### src/rtl/points_box_filter.sv
// ---------------------------------------------------------------------------
// points_box_filter
//
// Drains (x, y, z) points from the point FIFO through its registered read
// port and forwards only those that fall inside a programmable, signed,
// inclusive axis-aligned box. Accepted points are presented on a
// valid/ready stream. Saturating pass/drop counters are kept for software.
//
// Ports
//   clk, rst            : clock, asynchronous active-high reset
//   cfg_enable          : start / continue draining the FIFO
//   cfg_bypass          : pass every point, ignoring the box
//   cfg_min_* / max_*   : signed 16-bit inclusive bounds per axis
//   fifo_empty          : FIFO empty flag
//   fifo_rd_en          : FIFO pop request (combinational)
//   fifo_x/y/z          : FIFO registered read data (valid cycle after pop)
//   out_x/y/z           : accepted point
//   out_valid/out_ready : output stream handshake
//   pass_count          : points handed downstream (saturating)
//   drop_count          : points rejected by the box test (saturating)
//   busy                : high whenever the controller is not idle
// ---------------------------------------------------------------------------
module points_box_filter #(
   parameter int COUNT_W = 32
) (
   input  logic               clk,
   input  logic               rst,
   input  logic               cfg_enable,
   input  logic               cfg_bypass,
   input  logic [15:0]        cfg_min_x,
   input  logic [15:0]        cfg_max_x,
   input  logic [15:0]        cfg_min_y,
   input  logic [15:0]        cfg_max_y,
   input  logic [15:0]        cfg_min_z,
   input  logic [15:0]        cfg_max_z,
   input  logic               fifo_empty,
   output logic               fifo_rd_en,
   input  logic [15:0]        fifo_x,
   input  logic [15:0]        fifo_y,
   input  logic [15:0]        fifo_z,
   output logic [15:0]        out_x,
   output logic [15:0]        out_y,
   output logic [15:0]        out_z,
   output logic               out_valid,
   input  logic               out_ready,
   output logic [COUNT_W-1:0] pass_count,
   output logic [COUNT_W-1:0] drop_count,
   output logic               busy
);

   typedef enum logic [1:0] {
      IDLE    = 2'd0,
      FETCH   = 2'd1,
      CAPTURE = 2'd2,
      HOLD    = 2'd3
   } state_t;

   state_t state, state_nxt;

   // Counter increment that sticks at all-ones instead of wrapping.
   function automatic logic [COUNT_W-1:0] sat_inc(input logic [COUNT_W-1:0] v);
      if (&v) begin
         return v;
      end
      return v + COUNT_W'(1);
   endfunction

   // Inclusive signed range test for one axis. A degenerate range (lo > hi)
   // can never be satisfied, so such a box rejects every point.
   function automatic logic axis_in(input logic signed [15:0] v,
                                    input logic signed [15:0] lo,
                                    input logic signed [15:0] hi);
      return (v >= lo) && (v <= hi);
   endfunction

   // Capture stage: FIFO read data and bounds, interpreted as signed.
   logic signed [15:0] pt_x_p0, pt_y_p0, pt_z_p0;
   logic signed [15:0] min_x_p0, max_x_p0;
   logic signed [15:0] min_y_p0, max_y_p0;
   logic signed [15:0] min_z_p0, max_z_p0;
   logic               inside_p0;
   logic               keep_p0;
   logic               capture;
   logic               handshake;

   assign pt_x_p0  = $signed(fifo_x);
   assign pt_y_p0  = $signed(fifo_y);
   assign pt_z_p0  = $signed(fifo_z);
   assign min_x_p0 = $signed(cfg_min_x);
   assign max_x_p0 = $signed(cfg_max_x);
   assign min_y_p0 = $signed(cfg_min_y);
   assign max_y_p0 = $signed(cfg_max_y);
   assign min_z_p0 = $signed(cfg_min_z);
   assign max_z_p0 = $signed(cfg_max_z);

   assign inside_p0 = axis_in(pt_x_p0, min_x_p0, max_x_p0) &&
                      axis_in(pt_y_p0, min_y_p0, max_y_p0) &&
                      axis_in(pt_z_p0, min_z_p0, max_z_p0);
   assign keep_p0   = cfg_bypass || inside_p0;

   assign capture   = (state == CAPTURE);
   assign handshake = (state == HOLD) && out_ready;

   // out_valid is exactly the HOLD state, so an asynchronous reset drops it
   // in the same instant the state register clears.
   assign out_valid = (state == HOLD);
   assign busy      = (state != IDLE);

   always_ff @(posedge clk or posedge rst) begin
      if (rst) begin
         state <= IDLE;
      end else begin
         state <= state_nxt;
      end
   end

   // Next-state and pop request. Pops are also gated by cfg_enable so no new
   // point is ever taken once software has asked the block to stop; a point
   // that has already been popped still runs through CAPTURE (and HOLD).
   always_comb begin
      state_nxt  = state;
      fifo_rd_en = 1'b0;
      case (state)
         IDLE: begin
            if (cfg_enable) begin
               state_nxt = FETCH;
            end
         end
         FETCH: begin
            fifo_rd_en = cfg_enable && !fifo_empty;
            if (cfg_enable && !fifo_empty) begin
               state_nxt = CAPTURE;
            end else if (!cfg_enable) begin
               state_nxt = IDLE;
            end
         end
         CAPTURE: begin
            if (keep_p0) begin
               state_nxt = HOLD;
            end else begin
               state_nxt = FETCH;
            end
         end
         HOLD: begin
            if (out_ready) begin
               state_nxt = cfg_enable ? FETCH : IDLE;
            end
         end
         default: begin
            state_nxt = IDLE;
         end
      endcase
   end

   // Output stage: load the accepted point; it stays put through HOLD and
   // after the handshake until the next accepted point replaces it.
   always_ff @(posedge clk or posedge rst) begin
      if (rst) begin
         out_x <= '0;
         out_y <= '0;
         out_z <= '0;
      end else if (capture && keep_p0) begin
         out_x <= fifo_x;
         out_y <= fifo_y;
         out_z <= fifo_z;
      end
   end

   // Statistics: drops are counted in CAPTURE, passes on the handshake.
   always_ff @(posedge clk or posedge rst) begin
      if (rst) begin
         pass_count <= '0;
         drop_count <= '0;
      end else begin
         if (capture && !keep_p0) begin
            drop_count <= sat_inc(drop_count);
         end
         if (handshake) begin
            pass_count <= sat_inc(pass_count);
         end
      end
   end

endmodule

### config.mk
export PLATFORM = sky130hd
export DESIGN_NAME = points_box_filter
export DESIGN_NICKNAME = d
export VERILOG_FILES = /design/src/rtl/points_box_filter.sv
export SDC_FILE = /design/constraint.sdc
export NUM_CORES = 1
export LEC_CHECK = 0
export BUFFER_PORTS_ARGS = -buffer_cell sky130_fd_sc_hd__buf_2
export CORE_MARGIN = 1
export CORE_UTILIZATION = 32
export DETAILED_ROUTE_END_ITERATION = 8
export MAX_ROUTING_LAYER = met4
export PLACE_DENSITY_LB_ADDON = 0.08
export SETUP_SLACK_MARGIN = 0.2
export SLEW_MARGIN = 0
export SYNTH_ARGS = -nofsm -noshare
export SYNTH_HDL_FRONTEND = slang
export SYNTH_SLANG_ARGS = --single-unit
export TNS_END_PERCENT = 50
### constraint.sdc
create_clock -name clk -period 4.1 [get_ports clk]
set_input_delay 0.82 -clock clk [delete_from_list [all_inputs] [get_ports clk]]
set_output_delay 0.82 -clock clk [all_outputs]
set_load 0.05 [all_outputs]
==> results of run 1 <==
-- state kept, by name, indices dropped and copies added (netlist names) --
| name | count |
|---|---|
| out_y | 16 |
| out_z | 16 |
| pass_count | 32 |
| out_x | 16 |
| state | 2 |
| drop_count | 32 |
-- where the power goes --
part           switching, mW  internal [mW]  total (mW)
Clock                  0.602           1.09        1.69
Combinational           1.41          0.621        2.03
Sequential             0.176           1.39        1.57
-- final cells by class --
class	instances	area, um^2
Antenna cell	5	12.5
Fill cell	2314	13000
Tap cell	313	392
Timing Repair Buffer	273	1410
Inverter	107	404
Sequential cell	114	2850
Clock inverter	14	225
Multi-Input combinational cell	502	4150
Clock buffer	18	429
-- Yosys cell counts (3+ instances only) --
library cell and count:
xor2_1 11, and2_1 6, a21oi_1 26, nor2b_1 8
nand4_1 39, a21o_1 15, xnor2_1 50, dfrtp_1 114
buf_4 3, o21ai_0 11, mux2_4 20, o21a_1 4
nand2_1 32, nor3_1 9, nand2b_1 3, and3_1 23
or4_1 3, inv_1 107, o21bai_1 3, nor4_1 4
mux2_2 31, a211oi_1 5, nor2_1 25, and4_4 3
nand3_1 37, o2111ai_1 3, ha_1 98, and4_1 7
buf_2 3
-- metal layers --
layer,wire (um),vias up,GRT usage (%)
li1,-,3146,-
met1,10300,2932,24.6
met2,9970,162,29.6
met3,1140,10,4.48
met4,146,0,4.62
met5,0,-,-
-- metrics by stage --
step | instances | util [%]
floorplan | 735 | -
global placement | 1309 | 40.3
detailed placement | 1309 | 40.3
CTS | 1341 | 43.2
global route | 1346 | 43.2
finish | 1346 | 43.2
-- critical path, delay by kind of cell --
kind	cells	cell delay, ps
fa+ha+maj	1	330
buf+inv	2	490
compound gates	3	590
mux	1	300
simple gates	4	1020
-- worst paths after layout --
kind                       cells past startpoint                          to                       start
setup / recovery                              11  drop_count[28]$_DFFE_PP0P_                  fifo_y[15]
hold / removal                                 1  pass_count[19]$_DFFE_PP0P_  pass_count[19]$_DFFE_PP0P_
setup reg to reg                              10  drop_count[23]$_DFFE_PP0P_   drop_count[8]$_DFFE_PP0P_
hold reg to reg                                1  pass_count[19]$_DFFE_PP0P_  pass_count[19]$_DFFE_PP0P_
max in group asynchronous                      3       out_z[14]$_DFFE_PP0P_                         rst
min in group asynchronous                      2        out_x[2]$_DFFE_PP0P_                         rst
-- cell families (layout without fill, tap and decap cells) --
logic type               after synthesis  after routing  synth area share, %
AO/OA/AOI/OAI                         82             82                 7.36
XOR/XNOR                              61             61                 7.11
adder cells (fa/ha/maj)               98             98                 16.3
buffers and inverters                119            412                 6.78
flip-flops                           114            114                 38.0
multiplexers                          54             54                 9.08
other                                  0              5                    0
AND/OR/NAND/NOR                      207            207                 15.4
==> flow_metrics.py, run 1 <==
metrics = {
    "final_layout": {
        "stdcell_area_mm2": 0.00988,
        "layout_common_cells": "buf_2 (264), dfrtp_1 (114), inv_1 (106)",
        "drive_above_1_share_pct": 35.7,
        "synthToLayoutAreaGrowth_pct": 31.5,
        "layout_commonest_cell": "buf_2",
        "nets": 1263,
    },
    "synthesis": {
        "yosysWarnings": 0,
        "synth_area_leaders": "dfrtp_1 (38%), ha_1 (16%), xnor2_1 (5.8%)",
        "syn_inst": 735,
        "ys_seq_area_share_pct": 38.0,
        "synth_nets": 983,
        "synth_cell_type_count": 54,
        "synth_edf_count": 0,
        "ys_ff_latch": 114,
        "syn_avg_cell_area_um2": 10.2,
        "synth.largest_area_cell": "dfrtp_1",
        "synth_area_mm2": 0.00751,
        "synthFlopType": "dfrtp_1",
        "ys_async_sr_fraction_pct": 100,
        "synth_largest_type_area_fraction_pct": 38.0,
    },
    "cts": {
        "cts_inserted_buffers": 17,
        "cts_sinks": 114,
        "post_cts_resize_count": 0,
        "post_cts_buffers": 0,
        "cts.hold.buffers_added": 0,
        "h-tree-depth": 4,
        "clkTransAtPathRegs_ps": 60,
        "cts_tree": "built",
        "clock_latency_ps": 420,
        "clk_path_buf_depth": 2,
        "cts_root_buf": "clkbuf_16",
    },
    "run_status": {
        "status": "complete, no violations",
    },
    "placed_design": {
        "pre_cts_slack_ps": 373,
        "place_area_mm2": 0.00921,
        "port_buffers": 264,
        "place.detailed.hpwl_um": 16900,
        "place.gp.congestion": 0.797,
    },
    "critical_path": {
        "crit_path_max_fanout": 32,
        "worstSetupEndpointType": "flop",
        "cp_slowest_cell": "or4_1",
        "critPathLaunchType": "input port",
        "arrival_ps": 3560,
        "rrSetupSlack_ps": 1380,
        "slowest_delay_ps": 570,
        "crit_type": "in2reg",
        "crit_chain": "buf_2, ha_1, nand4_1, nor3_1, a21boi_0, or4_1, o2111ai_1, o21ba_1, buf_4, nand3_1, mux2_2",
        "crit_required_ps": 4390,
    },
    "sta": {
        "rsz0062_at_grt": "no",
        "layout_setup_ws_ps": 834,
        "fin_setup_tns_ps": 0,
        "timing.final.crit_share_pct": 79.7,
        "relSlewSlack_pct": 45.4,
        "period_needed_ps": 3270,
        "hold_viol": 0,
        "drv_slew": 0,
        "setup_viol": 0,
        "hold_ws_ps": 483,
        "tightest_slew_ps": 819,
        "max_freq_mhz": 306,
        "clock_skew_ps": 9.50,
    },
    "die": {
        "fp.dieH_um": 155,
        "ios": 265,
        "die_area_mm2": 0.0241,
        "core_area_mm2": 0.0228,
        "rows": 55,
        "initial_utilization_pct": 32.9,
        "die_w_um": 155,
    },
    "global_route": {
        "grt_overflow": 0,
        "grt_start_max_net_pins": 61,
        "grt_usage_pct": 18.9,
        "antenna_found_initial": 5,
        "grt_pass1_wl_um": 34000,
        "grt_pass1_vias": 6296,
    },
    "route": {
        "vias": 6250,
        "drt-total-wl_um": 21600,
        "drc_errors": 0,
        "via_per_inst": 4.64,
        "avgRoutedWirePerCell_um": 16.0,
        "ant_nets": 0,
        "firstDrtPassIters": 4,
        "drtIter0Drc": 209,
    },
    "power_and_ir_drop": {
        "p_total_mw": 5.29,
        "leakagePower_nw": 5.35,
        "vdd_drop_max_v": 0.000332,
        "p_per_area_mw_per_mm2": 535,
    },
    "flow_run": {
        "drv_cap": 0,
    },
    "hold_path": {
        "hold_path.class": "reg2reg",
    },
}
No activity file was read; power rests on OpenSTA's default activity.
==> inputs of run 2 (changes only) <==
==> constraint.sdc (replaced) <==
create_clock -name clk -period 2.8 [get_ports clk]
set_input_delay 0.56 -clock clk [delete_from_list [all_inputs] [get_ports clk]]
set_output_delay 0.56 -clock clk [all_outputs]
set_load 0.05 [all_outputs]
==> flow_metrics.py, run 2 (synthesized netlist as in run 1, its figures left out) <==
metrics = {
    "route": {
        "drc_errors": 0,
        "via_per_inst": 4.61,
        "drt-total-wl_um": 22600,
        "avgRoutedWirePerCell_um": 15.8,
        "drtIter0Drc": 268,
        "vias": 6607,
        "ant_nets": 0,
        "firstDrtPassIters": 5,
    },
    "critical_path": {
        "critPathLaunchType": "input port",
        "worstSetupEndpointType": "flop",
        "crit_required_ps": 3090,
        "arrival_ps": 3170,
        "crit_type": "in2reg",
        "crit_path_max_fanout": 8,
    },
    "power_and_ir_drop": {
        "p_per_area_mw_per_mm2": 707,
        "leakagePower_nw": 5.95,
        "vdd_drop_max_v": 0.000349,
    },
    "sta": {
        "setup_viol": 24,
        "period_needed_ps": 2870,
        "rsz0062_at_grt": "yes",
        "clock_skew_ps": 11.7,
        "hold_ws_ps": 162,
        "drv_slew": 0,
        "relSlewSlack_pct": 68.3,
        "max_freq_mhz": 348,
        "fin_setup_tns_ps": -647,
        "hold_viol": 0,
        "timing.final.crit_share_pct": 103,
        "tightest_slew_ps": 475,
        "layout_setup_ws_ps": -71.3,
    },
    "cts": {
        "cts.hold.buffers_added": 0,
        "clock_latency_ps": 420,
        "cts_root_buf": "clkbuf_16",
        "cts_sinks": 114,
        "cts_inserted_buffers": 17,
        "clk_path_buf_depth": 2,
        "cts_tree": "built",
        "clkTransAtPathRegs_ps": 60,
        "h-tree-depth": 4,
    },
    "die": {
        "ios": 265,
        "fp.dieH_um": 155,
        "initial_utilization_pct": 32.9,
        "die_w_um": 155,
        "core_area_mm2": 0.0228,
        "die_area_mm2": 0.0241,
        "rows": 55,
    },
    "global_route": {
        "grt_pass1_vias": 6627,
        "use_met3_pct": 4.23,
        "grtUsageMet2_pct": 31.2,
        "grt_overflow": 0,
        "grt_pass1_wl_um": 35500,
        "antenna_found_initial": 6,
        "busiest_layer": "met2",
        "grt_start_max_net_pins": 64,
        "met1_usage_pct": 25.0,
        "grt_usage_pct": 19.8,
    },
    "final_layout": {
        "layout_common_cells": "buf_2 (251), dfrtp_1 (114), inv_1 (91)",
        "synthToLayoutAreaGrowth_pct": 49.5,
        "fill_cells": 2252,
        "stdcell_area_mm2": 0.0112,
        "finalNonFillerCells": 1434,
        "nets": 1351,
        "drive_above_1_share_pct": 46.5,
        "top_regs": "drop_count x32, pass_count x32",
        "layout_commonest_cell": "buf_2",
    },
    "flow_run": {
        "drv_cap": 0,
    },
    "placed_design": {
        "place.gp.congestion": 0.787,
        "place.detailed.hpwl_um": 17300,
        "dp_cells": 1384,
        "place_area_mm2": 0.00979,
        "port_buffers": 264,
    },
    "hold_path": {
        "hold_path.class": "in2async",
    },
    "run_status": {
        "status": "finished with violations",
        "violations": "setup timing",
    },
}
==> run 2: final cells by class <==
| type | instances | area, um^2 | share of cell area [%] |
|---|---|---|---|
| well taps | 313 | 392 | 3.49 |
| repair buffers | 361 | 2290 | 20.4 |
| multi-input cells | 502 | 4660 | 41.5 |
| inverters | 107 | 413 | 3.68 |
| clock buffers | 17 | 425 | 3.79 |
| clock inverters | 14 | 180 | 1.60 |
| flip-flops and latches | 114 | 2850 | 25.4 |
| diodes | 6 | 15.0 | 0.134 |
==> run 2: timing repair <==
item                                    CTS  global route
resized for setup                        61            72
setup buffers                             6             3
endpoints found under the setup margin   81            92
pin swaps                                25            23
cloned                                    3             1
==> run 2: path summary, 6_finish.rpt <==
kind                                             from                         end  slack (ps)  depth (start not counted)
max                                        fifo_y[10]        out_z[3]$_DFFE_PP0P_         -70                         14
min                                               rst       out_y[10]$_DFFE_PP0P_         160                          2
max reg2reg                 drop_count[9]$_DFFE_PP0P_  drop_count[23]$_DFFE_PP0P_         290                          9
min reg2reg                pass_count[19]$_DFFE_PP0P_  pass_count[19]$_DFFE_PP0P_         490                          1
max in group asynchronous                         rst   drop_count[0]$_DFFE_PP0P_        1940                          3
min in group clk                            fifo_y[0]        out_y[0]$_DFFE_PP0P_         400                          2
==> run 2: stage by stage <==
step           power (mW)  setup slack, ps  util, %
6_report             7.94            -71.3     49.2
5_1_grt              8.31             -143     49.2
4_1_cts              7.88            -48.3     47.6
3_5_place_dp         5.43             -645     42.8
3_3_place_gp         5.41             -617     42.8
2_1_floorplan        4.50             -235        -
==> run 2: worst max-delay path, cell delays in order <==
cell       delay (ps)
buf_8             100
ha_4              230
nand4_1           170
nor3_2             80
a21boi_2          160
or4_4             580
buf_6             140
o2111ai_2         180
o21ba_4           190
nor2_4             50
buf_12            150
buf_12            120
buf_16            140
mux2_4            300
==> run 2: per-layer routing <==
metal	part of all wire [%]	routed length [um]	vias up
li1	-	-	3329
met1	46	10500	3074
met2	47	10600	178
met3	5.3	1210	26
met4	1.6	362	0
met5	0	0	-
==> run 2: power by group <==
part	switching [mW]	leakage, nW	total, mW	internal [mW]
combinational	2.16	4.20	3.36	1.20
clock	0.860	0.290	2.27	1.41
sequential	0.271	1.46	2.31	2.04
